`src/rtl/rs232_pkg.sv`:
```
// -----------------------------------------------------------------------------
// rs232_pkg
// Shared definitions for the RS232 receive path and the CPU status word:
//   - ingest FSM state encoding (rx_state_t)
//   - default receive FIFO depth
//   - status-word bit positions, plus a helper that packs the status word
//     the same way the top-level inbus mux does
// No ports (package).
// -----------------------------------------------------------------------------
package rs232_pkg;

  typedef enum logic [1:0] {
    IDLE = 2'd0,
    ACK  = 2'd1,
    WAIT = 2'd2
  } rx_state_t;

  localparam int DEFAULT_DEPTH = 16;

  // Status word layout at I/O address 3.
  localparam int STAT_RDY_RX    = 0;
  localparam int STAT_RDY_TX    = 1;
  localparam int STAT_FULL      = 2;
  localparam int STAT_LEVEL_LSB = 8;
  localparam int STAT_LEVEL_MSB = 15;

  function automatic logic [15:0] status_word(input logic       rdy_rx,
                                              input logic       rdy_tx,
                                              input logic       full,
                                              input logic [7:0] level);
    logic [15:0] w;
    w                                = '0;
    w[STAT_RDY_RX]                   = rdy_rx;
    w[STAT_RDY_TX]                   = rdy_tx;
    w[STAT_FULL]                     = full;
    w[STAT_LEVEL_MSB:STAT_LEVEL_LSB] = level;
    return w;
  endfunction

endpackage

```
`src/rtl/rs232_rxfifo_if.sv`:
```
// -----------------------------------------------------------------------------
// rs232_rxfifo_if
// Bundles the RS232R handshake and the CPU-side FIFO signals.
//   rx_data[7:0], rx_rdy : byte offered by RS232R
//   rx_done              : one-cycle acknowledge back to RS232R
//   pop                  : CPU read strobe for the head byte
//   dout[7:0], valid     : head byte (first-word fall-through), non-empty flag
//   full, level[LW-1:0]  : occupancy status
// Modports: slave = the FIFO, master = the surrounding system/bench.
// -----------------------------------------------------------------------------
interface rs232_rxfifo_if
  import rs232_pkg::*;
#(
  parameter int DEPTH = DEFAULT_DEPTH
);
  localparam int LW = $clog2(DEPTH) + 1;

  logic [7:0]    rx_data;
  logic          rx_rdy;
  logic          rx_done;
  logic          pop;
  logic [7:0]    dout;
  logic          valid;
  logic          full;
  logic [LW-1:0] level;

  modport slave (
    input  rx_data, rx_rdy, pop,
    output rx_done, dout, valid, full, level
  );

  modport master (
    output rx_data, rx_rdy, pop,
    input  rx_done, dout, valid, full, level
  );

endinterface

```
`src/rtl/rxfifo_mem.sv`:
```
// -----------------------------------------------------------------------------
// rxfifo_mem
// DEPTH x 8 storage: synchronous write, asynchronous (combinational) read,
// so it maps onto distributed RAM.
//   clk         : clock
//   we          : write enable
//   waddr/wdata : write port
//   raddr/rdata : combinational read port
// -----------------------------------------------------------------------------
module rxfifo_mem #(
  parameter int DEPTH = 16,
  parameter int AW    = $clog2(DEPTH)
) (
  input  logic          clk,
  input  logic          we,
  input  logic [AW-1:0] waddr,
  input  logic [7:0]    wdata,
  input  logic [AW-1:0] raddr,
  output logic [7:0]    rdata
);

  // NOTE: storage is deliberately not reset; the pointers alone define which
  // entries are meaningful, and a reset would stop it mapping onto RAM.
  logic [7:0] mem [DEPTH];

  always_ff @(posedge clk) begin
    if (we) mem[waddr] <= wdata;
  end

  assign rdata = mem[raddr];

endmodule

```
`src/rtl/rs232_rxfifo.sv`:
```
// -----------------------------------------------------------------------------
// rs232_rxfifo
// Receive byte FIFO between RS232R and the CPU I/O bus. Drains RS232R through
// its rdy/done handshake, stores bytes in a power-of-two circular buffer and
// presents the head byte first-word fall-through.
//   clk    : system clock
//   rst    : synchronous, active-high reset
//   bus    : rs232_rxfifo_if.slave (handshake, head byte, occupancy)
//   rts_n  : registered flow-control output, active low, with two-entry
//            hysteresis; exists only when RS232_RXFIFO_RTS_EN is defined
// Parameters: DEPTH (power of two, 2..256), RTS_LEVEL (flow-control threshold).
// -----------------------------------------------------------------------------
module rs232_rxfifo
  import rs232_pkg::*;
#(
  parameter int DEPTH     = DEFAULT_DEPTH,
  parameter int RTS_LEVEL = DEPTH - 4
) (
  input  logic clk,
  input  logic rst,
`ifdef RS232_RXFIFO_RTS_EN
  output logic rts_n,
`endif
  rs232_rxfifo_if.slave bus
);

  localparam int AW = $clog2(DEPTH);
  localparam int LW = AW + 1;
  localparam logic [LW-1:0] DEPTH_L = LW'(DEPTH);

  if (DEPTH < 2 || DEPTH > 256 || (DEPTH & (DEPTH - 1)) != 0 ||
      RTS_LEVEL < 2 || RTS_LEVEL > DEPTH) begin : g_bad_param
    $error("rs232_rxfifo: DEPTH must be a power of two in 2..256 and RTS_LEVEL in 2..DEPTH");
  end

  rx_state_t     state, state_next;
  logic [LW-1:0] wptr, rptr, level;
  logic          push, do_pop, rx_done_q;
  logic [7:0]    rdata;

  // Pointers carry one extra wrap bit so full and empty are distinguishable.
  assign level       = wptr - rptr;
  assign bus.level   = level;
  assign bus.full    = (level == DEPTH_L);
  assign bus.valid   = (level != '0);
  assign bus.rx_done = rx_done_q;
  assign do_pop      = bus.pop & bus.valid;
  assign bus.dout    = bus.valid ? rdata : 8'h00;

  // Ingest FSM. WAIT holds off until RS232R drops rdy, so a byte that has
  // already been acknowledged is never ingested twice.
  always_comb begin
    // NOTE: every output of this block gets a default first, so no path
    // through the case can leave it unassigned and infer a latch.
    state_next = state;
    push       = 1'b0;
    case (state)
      IDLE: if (bus.rx_rdy && !bus.full) begin
        push       = 1'b1;
        state_next = ACK;
      end
      ACK:  state_next = WAIT;
      WAIT: if (!bus.rx_rdy) state_next = IDLE;
      default: state_next = IDLE;
    endcase
  end

  always_ff @(posedge clk) begin
    // NOTE: non-blocking assignments so every register samples pre-edge
    // values, independent of statement order.
    if (rst) begin
      state     <= IDLE;
      wptr      <= '0;
      rptr      <= '0;
      rx_done_q <= 1'b0;
    end else begin
      state     <= state_next;
      rx_done_q <= push;
      if (push)   wptr <= wptr + LW'(1);
      if (do_pop) rptr <= rptr + LW'(1);
    end
  end

  rxfifo_mem #(.DEPTH(DEPTH)) u_mem (
    .clk   (clk),
    .we    (push),
    .waddr (wptr[AW-1:0]),
    .wdata (bus.rx_data),
    .raddr (rptr[AW-1:0]),
    .rdata (rdata)
  );

`ifdef RS232_RXFIFO_RTS_EN
  localparam logic [LW-1:0] RTS_HI = LW'(RTS_LEVEL);
  localparam logic [LW-1:0] RTS_LO = LW'(RTS_LEVEL - 2);

  // Decide on the post-edge occupancy so rts_n tracks level without lag.
  logic [LW-1:0] level_next;
  assign level_next = (wptr + LW'(push)) - (rptr + LW'(do_pop));

  always_ff @(posedge clk) begin
    if (rst)                       rts_n <= 1'b0;
    else if (level_next >= RTS_HI) rts_n <= 1'b1;
    else if (level_next <  RTS_LO) rts_n <= 1'b0;
  end
`endif

endmodule

```
`src/flat_wrapper.sv`:
```
// flat-port wrapper written by rule: the top's interface ports become plain ports
module rs232_rxfifo_flat import rs232_pkg::*;
#(
  parameter int DEPTH     = DEFAULT_DEPTH,
  parameter int RTS_LEVEL = DEPTH - 4
)
  (clk, rst, bus_rx_data, bus_rx_rdy, bus_pop, bus_rx_done, bus_dout, bus_valid, bus_full, bus_level);
  rs232_rxfifo_if #(.DEPTH(DEPTH)) bus_i ();
  input  logic clk;
  input  logic rst;
  input wire logic [$bits(bus_i.rx_data)-1:0] bus_rx_data;
  input wire logic [$bits(bus_i.rx_rdy)-1:0] bus_rx_rdy;
  input wire logic [$bits(bus_i.pop)-1:0] bus_pop;
  output wire logic [$bits(bus_i.rx_done)-1:0] bus_rx_done;
  output wire logic [$bits(bus_i.dout)-1:0] bus_dout;
  output wire logic [$bits(bus_i.valid)-1:0] bus_valid;
  output wire logic [$bits(bus_i.full)-1:0] bus_full;
  output wire logic [$bits(bus_i.level)-1:0] bus_level;
  assign bus_i.rx_data = bus_rx_data;
  assign bus_i.rx_rdy = bus_rx_rdy;
  assign bus_i.pop = bus_pop;
  assign bus_rx_done = bus_i.rx_done;
  assign bus_dout = bus_i.dout;
  assign bus_valid = bus_i.valid;
  assign bus_full = bus_i.full;
  assign bus_level = bus_i.level;
  rs232_rxfifo #(.DEPTH(DEPTH), .RTS_LEVEL(RTS_LEVEL)) u_core (.clk(clk), .rst(rst), .bus(bus_i));
endmodule
```
`config.mk`:
```
export PLATFORM = sky130hd
export DESIGN_NAME = rs232_rxfifo_flat
export DESIGN_NICKNAME = d
export VERILOG_FILES = /design/src/rtl/rs232_pkg.sv /design/src/rtl/rs232_rxfifo_if.sv /design/src/rtl/rxfifo_mem.sv /design/src/rtl/rs232_rxfifo.sv /design/src/flat_wrapper.sv
export SDC_FILE = /design/constraint.sdc
export NUM_CORES = 1
export LEC_CHECK = 0
export ABC_AREA = 1
export CAP_MARGIN = 20
export CORE_ASPECT_RATIO = 1.25
export CORE_MARGIN = 8
export CORE_UTILIZATION = 30
export DETAILED_ROUTE_END_ITERATION = 10
export GPL_ROUTABILITY_DRIVEN = 0
export PLACE_DENSITY = 0.48
export SLEW_MARGIN = 20
export SYNTH_ARGS = -nofsm -noshare
export SYNTH_HDL_FRONTEND = slang
export SYNTH_SLANG_ARGS = --single-unit
```
`constraint.sdc`:
```
create_clock -name clk -period 6.9 [get_ports clk]
set_clock_uncertainty 0.15 [all_clocks]
set_input_delay 0.69 -clock clk [delete_from_list [all_inputs] [get_ports clk]]
set_output_delay 0.69 -clock clk [all_outputs]
set_load 0.02 [all_outputs]
```
==> results of run 1 <==
[per-stage QoR]
stage / worst slack [ns] / instances / total power, mW / instance area [um2] / hold slack, ns
after floorplan: 3.80 / 548 / 1.36 / 6170 / 0.313
after global placement: 3.08 / 830 / 1.55 / 6750 / 0.322
after detailed placement: 3.07 / 830 / 1.55 / 6750 / 0.339
after CTS: 2.59 / 860 / 2.45 / 7320 / 0.351
after global routing: 2.19 / 860 / 2.54 / 7320 / 0.377
final: 2.51 / 860 / 2.42 / 7320 / 0.347
[final cells by class]
type                       count  area [um2]  share of cell area [%]
multi-input combinational    350        1760                    24.1
clock buffer                  18         429                    5.86
tap                          270         338                    4.61
timing repair buffer          40         368                    5.02
sequential                   145        4190                    57.2
inverter                      25        95.1                    1.30
clock inverter                12         144                    1.97
[cells in the final DEF (no fill, tap or decap), drive strengths merged, types with 7 or more instances in the layout]
| cell | instances |
|---|---|
| clkdlybuf4s50 | 27 |
| xor2 | 7 |
| a22oi | 8 |
| o21ai | 17 |
| nor2 | 10 |
| dfxtp | 17 |
| edfxtp | 128 |
| a21oi | 57 |
| inv | 24 |
| nand3 | 72 |
| ha | 9 |
| nor3 | 15 |
| nand2 | 151 |
| clkbuf | 18 |
| buf | 13 |
| clkinv | 8 |
[worst max-delay path, cell delays in order, from the launching register on]
cell             delay [ns]
dfxtp_2                0.31
buf_4                  0.52
clkinv_2               0.90
a21oi_1                0.39
a22oi_1                0.11
o21ai_0                0.18
a21oi_1                0.12
clkdlybuf4s50_1        0.58
[per-layer routing]
metal  global-route usage [%]  wire length (um)  vias up
met5                        0                 0        -
met4                     4.69               222        0
met3                     2.73               468       14
met2                     20.0              7300       69
met1                     15.3              6590     1938
li1                         -                 -     1992
[registers in the layout, summed over array words and instances (netlist names), named ones only]
name / cells
u_core.state: 2
u_core.rptr: 5
u_core.bus.rx_done: 1
u_core.u_mem.mem: 128
u_core.wptr: 5
[kinds of logic (layout without fill, tap and decap cells)]
kind of cell               count (synthesis)  in the layout  synth area share, %
buffers and inverters                     53             95                 3.92
adders and majority gates                 10             10                 2.15
xor gates and xnor gates                   7              7                0.994
DFF                                      145            145                 67.8
and+or+nand+nor                          251            251                 18.0
AOI/OAI and AO/OA                         82             82                 7.10
[cells in the mapped netlist (2+ instances only)]
library cell	instances	share of area (%)
a21oi_1	55	4.5
dfxtp_1	17	5.5
nand3_1	70	5.7
buf_2	10	0.81
inv_1	23	1.4
edfxtp_1	128	62
a21oi_2	2	0.28
ha_1	9	1.8
nor2_1	9	0.55
o21ai_0	17	1.4
nand2_2	4	0.41
a22oi_1	8	0.97
nor3_1	15	1.2
buf_4	2	0.24
clkbuf_1	12	0.73
nand2_1	146	8.9
buf_6	3	0.55
xor2_1	7	0.99
inv_2	2	0.12
[worst max path at each step]
stage / to / slack (ns)
2_1_floorplan: bus_dout[0] / 3.80
3_3_place_gp: bus_dout[0] / 3.08
3_5_place_dp: bus_dout[0] / 3.07
4_1_cts: bus_dout[0] / 2.59
5_1_grt: bus_dout[2] / 2.19
6_report: bus_dout[1] / 2.51
[where the power goes]
group | switching (mW) | internal, mW | total [mW]
sequential | 0.0149 | 0.981 | 0.995
combinational | 0.341 | 0.188 | 0.529
clock | 0.340 | 0.559 | 0.900
==> flow_summary.yaml, run 1 <==
die:
  io_pins: 28
  die_h_um: 176
  die_w_um: 144
  dieArea_um2: 25400
  rows: 58
  start_util_pct: 30.6
  coreArea_um2: 20200
route:
  num_vias: 4013
  antenna_left: 0
  drc: 0
  vias_per_cell: 4.67
  routed_wl_um: 14600
  first_pass_iters: 4
  drt-initial-drc-count: 254
  routedWlPerCell_um: 17.0
sta:
  slew_headroom_pct: 35.8
  rsz0062_at_grt: "false"
  setup_violations: 0
  drv_slew: 0
  worstMarginPinSlew_ns: 0.958
  fmax_mhz: 228
  min_period_over_period_pct: 63.6
  fin_setup_tns_ns: 0
  finalHoldViolCount: 0
  fin_crit_ns: 4.39
min_path:
  min-delay-start: "u_core.state[1]"
  hold_path.class: "flip-flop to flip-flop"
  hold_path_end: "u_core.state[1]"
  hold_depth: 1
cts:
  cts_buffers: 17
  cts.sinks: 145
  cts_buffer_depth: 2
  cts_tree: "yes"
  insertion_delay_ns: 0.42
  hold_buffers: 0
  cts_setup_buffers: 0
  cts.clk_slew.worst_paths_ns: 0.06
  cts_root_buf: "clkbuf_16"
  ctsResizeCount: 0
  ctsHtreeMaxLevel: 4
grt:
  grtUsageTotal_pct: 12.2
  gr-total-overflow: 0
  antenna_found_initial: 0
  grt_max_degree: 66
  grt_pass1_vias: 4130
  grt_pass1_wl_um: 23200
synth:
  synth.net_count: 570
  yosysSeqAreaShare_pct: 67.8
  ys_warn_count: 0
  async_flop_share_pct: 0
  synth_edf_count: 128
  mappedNetlistArea_um2: 6170
  avgSynthCellArea_um2: 11.3
  syn_inst: 548
  yosysUniqueCellTypes: 28
  synthFlopType: "edfxtp_1"
  ys_ff_latch: 145
critical_path:
  rr_worst_depth: 11
  reg2reg_from: "u_core.wptr[0]"
  crit_fanout: 65
  crit_arrival_ns: 3.55
  critPathRequiredTime_ns: 6.06
  crit_path_start_kind: "flip-flop"
  crit_path_end_kind: "primary output"
  reg2reg_to: "u_core.u_mem.mem[14][4]"
  reg2reg_setup_slack_ns: 3.74
  critical_path_class: "flip-flop to primary output"
layout:
  diodes: 0
  drive_above_1_share_pct: 9.66
  fin_util_pct: 36.3
  finalNetCount: 601
  syn2layout_area_growth_pct: 18.7
  fillers: 2040
pwr:
  p_leak_nw: 2.59
  power.density_nw_per_um2: 331
  ir_drop_v: 0.000181
job:
  maxCapViolCount: 0
status:
  status: "completed"
placement:
  hpwl_um: 9450
  io_buffers: 27
No activity file was read; power rests on OpenSTA's default activity.
==> inputs of run 2 (changes only) <==
==> constraint.sdc (replaced) <==
create_clock -name clk -period 4.55 [get_ports clk]
set_clock_uncertainty 0.15 [all_clocks]
set_input_delay 0.455 -clock clk [delete_from_list [all_inputs] [get_ports clk]]
set_output_delay 0.455 -clock clk [all_outputs]
set_load 0.02 [all_outputs]
==> run 2 against run 1 <==
Compared with the run above: critical path depth up 3; sequential cell count unchanged; via count up 1.4%; register-to-register slack worse by 2.3 ns; non-clock buffer count up 7; first-iteration DRC count down 16%; sequential share of layout area down 0.66 points; utilization up 0.42 points; clock power up 63%; clock-buffer cell count up 1.
==> flow_summary.yaml, run 2 (synthesis gave the netlist of run 1 again) <==
pwr:
  p_switching_mw: 1.09
  power_frac_clock_pct: 38.7
  p_leak_nw: 2.65
  intPower_mw: 2.71
  p_comb_share_pct: 21.5
  p_sw_share_pct: 28.7
  power.density_nw_per_um2: 512
  seq_power_share_pct: 39.8
  ir_drop_v: 0.000284
route:
  first_pass_iters: 5
  drt-initial-drc-count: 213
  routed_wl_um: 14600
  num_vias: 4071
  antenna_left: 0
  routedWlPerCell_um: 16.8
  drc: 0
  vias_per_cell: 4.68
critical_path:
  crit_arrival_ns: 3.25
  critical_path_class: "flip-flop to primary output"
  crit_fanout: 15
  critPathRequiredTime_ns: 3.94
  rr_worst_depth: 12
  crit_path_start_kind: "flip-flop"
  crit_path_end_kind: "primary output"
sta:
  fmax_mhz: 259
  drv_slew: 0
  fin_setup_tns_ns: 0
  setup_violations: 0
  finalHoldViolCount: 0
  fin_crit_ns: 3.85
  worstMarginPinSlew_ns: 0.811
  rsz0062_at_grt: "false"
  slew_headroom_pct: 45.9
  min_period_over_period_pct: 84.7
  setup_ws_ns: 0.695
cts:
  ctsResizeCount: 0
  cts.sinks: 145
  cts.clk_slew.worst_paths_ns: 0.06
  cts_tree: "yes"
  cts_buffer_depth: 2
  cts_root_buf: "clkbuf_16"
  insertion_delay_ns: 0.42
  cts_setup_buffers: 0
  hold_buffers: 0
  cts_buffers: 17
  ctsHtreeMaxLevel: 4
placement:
  place_ws_ns: 1.14
  io_buffers: 27
  hpwl_um: 9420
die:
  die_h_um: 176
  coreArea_um2: 20200
  io_pins: 28
  start_util_pct: 30.6
  dieArea_um2: 25400
  die_w_um: 144
  rows: 58
layout:
  final_cell_mix: "146 x nand2_1, 128 x edfxtp_1, 70 x nand3_1"
  largest_reg_flops: 128
  largestRegisters: "u_core.u_mem.mem x128, u_core.rptr x5, u_core.wptr x5"
  diodes: 0
  finalNetCount: 608
  final_common_cell: "nand2_1"
  top_register: "u_core.u_mem.mem"
  drive_above_1_share_pct: 10.9
  syn2layout_area_growth_pct: 20.1
status:
  status: "completed"
min_path:
  hold_depth: 2
  hold_path.class: "flip-flop to flip-flop"
job:
  maxCapViolCount: 0
grt:
  grt_max_degree: 65
  gr-total-overflow: 0
  antenna_found_initial: 0
  grtUsageTotal_pct: 12.3
  grt_pass1_vias: 4151
  grt_pass1_wl_um: 23400
[run 2: changes by cell type in the layout (fill, tap and decap cells not counted), sizes merged]
cell      before  now
clkbuf        18   19
clkinvlp       2    3
bufinv         3    4
buf           13   20
inv           24   26
clkinv         8    5
[run 2: final timing paths]
kind / slack, ns / to / from
setup reg to reg: 1.47 / u_core.u_mem.mem[3][0] / u_core.wptr[0]
hold reg to reg: 0.34 / u_core.wptr[4] / u_core.wptr[4]
hold / removal: 0.34 / u_core.wptr[4] / u_core.wptr[4]
setup / recovery: 0.70 / bus_dout[0] / u_core.wptr[0]
[run 2: cell type report]
type                       count  area (um2)
multi-input combinational    350        1740
timing repair buffer          47         420
sequential                   145        4190
clock buffer                  19         443
inverter                      25        93.8
clock inverter                13         184
tap                          270         338
fill                        2013       12800
[run 2: per-layer routing]
metal  vias up  global-route usage, %  share of wire [%]
li1       2004                      -                  -
met1      1939                   15.0                 43
met2       115                   20.6                 50
met3        13                   3.16                5.4
met4         0                   4.52                1.3
met5         -                      0                  0
[run 2: critical path, cell delays in order (launching register included)]
cell and delay (ns):
dfxtp_1 0.41, inv_1 0.13, ha_1 0.22, inv_1 0.08
fa_1 0.43, or2_1 0.25, nor2_2 0.20, nand3_2 0.33
nand2_1 0.18, a21oi_1 0.05, clkdlybuf4s50_1 0.55
[run 2: metrics by stage]
stage	util (%)	cell area, um2	power [mW]	hold WS (ns)	instances
floorplan	-	6170	2.06	0.313	548
global placement	33.6	6780	2.35	0.325	837
detailed placement	33.6	6780	2.36	0.337	837
CTS	36.7	7410	3.83	0.347	869
global route	36.7	7410	3.96	0.388	869
finish	36.7	7410	3.80	0.343	869
[run 2: power by group through the flow]
stage | Clock (mW) | Combinational (mW) | Sequential, mW
floorplan | 0 | 0.532 | 1.53
global placement | 0 | 0.816 | 1.54
detailed placement | 0 | 0.827 | 1.54
CTS | 1.49 | 0.830 | 1.51
global route | 1.54 | 0.909 | 1.51
finish | 1.47 | 0.817 | 1.51
==> inputs of run 3 (changes only) <==
==> constraint.sdc (replaced) <==
create_clock -name clk -period 3.9 [get_ports clk]
set_clock_uncertainty 0.15 [all_clocks]
set_input_delay 0.39 -clock clk [delete_from_list [all_inputs] [get_ports clk]]
set_output_delay 0.39 -clock clk [all_outputs]
set_load 0.02 [all_outputs]
==> run 3 against run 2 <==
Compared with the run above: routed wire length fell by 1.1%; sequential cell count did not move; highest routed layer unchanged; clock power rose by 8%; critical path type unchanged; final area fell by 0.47%; clock-buffer cell count rose by 1; register-to-register slack got worse by 0.43 ns.
==> flow_summary.yaml, run 3 (synthesis gave the netlist of run 1 again) <==
route:
  routed_wl_um: 14400
  drc: 0
  first_pass_iters: 6
  vias_per_cell: 4.70
  drt-initial-drc-count: 172
  antenna_left: 0
  num_vias: 4075
  routedWlPerCell_um: 16.7
critical_path:
  crit_path_end_kind: "primary output"
  crit_path_frequent_cell: "inv_1"
  crit_arrival_ns: 3.12
  crit_fanout: 15
  crit_chain: "inv_1 -> ha_1 -> inv_1 -> fa_1 -> or2_1 -> nor2_2 -> nand3_4 -> nand2_1 -> a21oi_1 -> clkdlybuf4s50_1"
  crit_buf_inv: 3
  path_delay_family: "simple AND/OR/NAND/NOR gates"
  crit_path_start_kind: "flip-flop"
  reg2reg_setup_slack_ns: 1.04
  cpMaxStageDelayCell: "clkdlybuf4s50_1"
  critPathRequiredTime_ns: 3.36
  critical_path_class: "flip-flop to primary output"
  crit_path_max_incr_delay_ns: 0.57
layout:
  fin_util_pct: 36.5
  diodes: 0
  syn2layout_area_growth_pct: 19.5
  final_cells: 867
  final_cell_mix: "146 x nand2_1, 128 x edfxtp_1, 70 x nand3_1"
  drive_above_1_share_pct: 10.4
  finalNetCount: 607
  largestRegisters: "u_core.u_mem.mem x128, u_core.rptr x5, u_core.wptr x5"
  top_register: "u_core.u_mem.mem"
  largest_reg_flops: 128
  final_common_cell: "nand2_1"
die:
  die_h_um: 176
  io_pins: 28
  die_w_um: 144
  rows: 58
  dieArea_um2: 25400
  coreArea_um2: 20200
  start_util_pct: 30.6
cts:
  insertion_delay_ns: 0.41
  cts_setup_buffers: 0
  cts.clk_slew.worst_paths_ns: 0.06
  ctsHtreeMaxLevel: 4
  cts_buffers: 17
  cts.sinks: 145
  cts_root_buf: "clkbuf_16"
  cts_buffer_depth: 2
  cts_tree: "yes"
pwr:
  p_sw_share_pct: 28.6
  p_switching_mw: 1.23
  p_leak_nw: 2.63
  ir_drop_v: 0.000367
  intPower_mw: 3.07
  p_comb_share_pct: 22.1
  power_frac_clock_pct: 36.9
  seq_power_share_pct: 41.0
  power.density_nw_per_um2: 583
sta:
  fin_setup_tns_ns: 0
  worstMarginPinSlew_ns: 0.746
  finalHoldViolCount: 0
  drv_slew: 0
  fin_crit_ns: 3.66
  rsz0062_at_grt: "false"
  setup_violations: 0
  fmax_mhz: 274
  setup_ws_ns: 0.244
  slew_headroom_pct: 50.2
  min_period_over_period_pct: 93.7
grt:
  grtUsageTotal_pct: 11.9
  grt_pass1_wl_um: 22500
  grt_max_degree: 65
  gr-total-overflow: 0
  antenna_found_initial: 0
  grt_pass1_vias: 4048
placement:
  io_buffers: 27
  hpwl_um: 9600
  post-place-cells: 836
  place_ws_ns: 0.578
status:
  status: "completed"
min_path:
  hold_path.class: "flip-flop to flip-flop"
job:
  maxCapViolCount: 0
## run 3: cell count changes in the layout (fill, tap and decap cells not counted)
cell        delta
clkinv_1       +2
clkbuf_1       +2
inv_6          -1
nor3_1         -3
clkbuf_8       -1
nand3_2        -1
buf_4          -1
bufinv_16      -1
clkinv_2       -1
nand3_4        +1
nor3_2         +3
clkinvlp_4     -1
## run 3: repair_timing
item / 4_1_cts / 5_1_grt
setup endpoints to repair: 0 / 8
resized for setup: 0 / 1
hold buffers: 0 / 0
## run 3: metal layers
metal  part of all wire (%)  wire length [um]  track usage (%)
met5                      0                 0                0
met4                    1.7               251             4.69
met3                    4.1               596             3.19
met2                     50              7210             19.6
met1                     44              6380             14.6
## run 3: final timing paths
check                        from                endpoint  cells past startpoint
setup / recovery   u_core.wptr[0]             bus_dout[5]                     10
setup reg to reg   u_core.wptr[0]  u_core.u_mem.mem[5][2]                     11
hold / removal    u_core.state[1]         u_core.state[1]                      1
hold reg to reg   u_core.state[1]         u_core.state[1]                      1
## run 3: stage by stage
stage	hold slack, ns	instance area [um2]	power (mW)
2_1_floorplan	0.309	6170	2.41
3_3_place_gp	0.326	6770	2.73
3_5_place_dp	0.335	6770	2.74
4_1_cts	0.354	7350	4.34
5_1_grt	0.379	7370	4.51
6_report	0.353	7370	4.30
## run 3: area by class of cell
cell class / instances / area (um2)
timing repair buffer: 46 / 413
multi-input combinational: 350 / 1760
tap: 270 / 338
fill: 2041 / 12800
clock inverter: 11 / 140
inverter: 25 / 93.8
sequential: 145 / 4190
clock buffer: 20 / 437
## run 3: power by group through the flow
stage / Clock [mW] / Combinational, mW / Sequential, mW
after global routing: 1.68 / 1.06 / 1.77
after global placement: 0 / 0.942 / 1.79
after floorplan: 0 / 0.620 / 1.79
final: 1.59 / 0.950 / 1.76
after CTS: 1.62 / 0.953 / 1.76
after detailed placement: 0 / 0.947 / 1.79
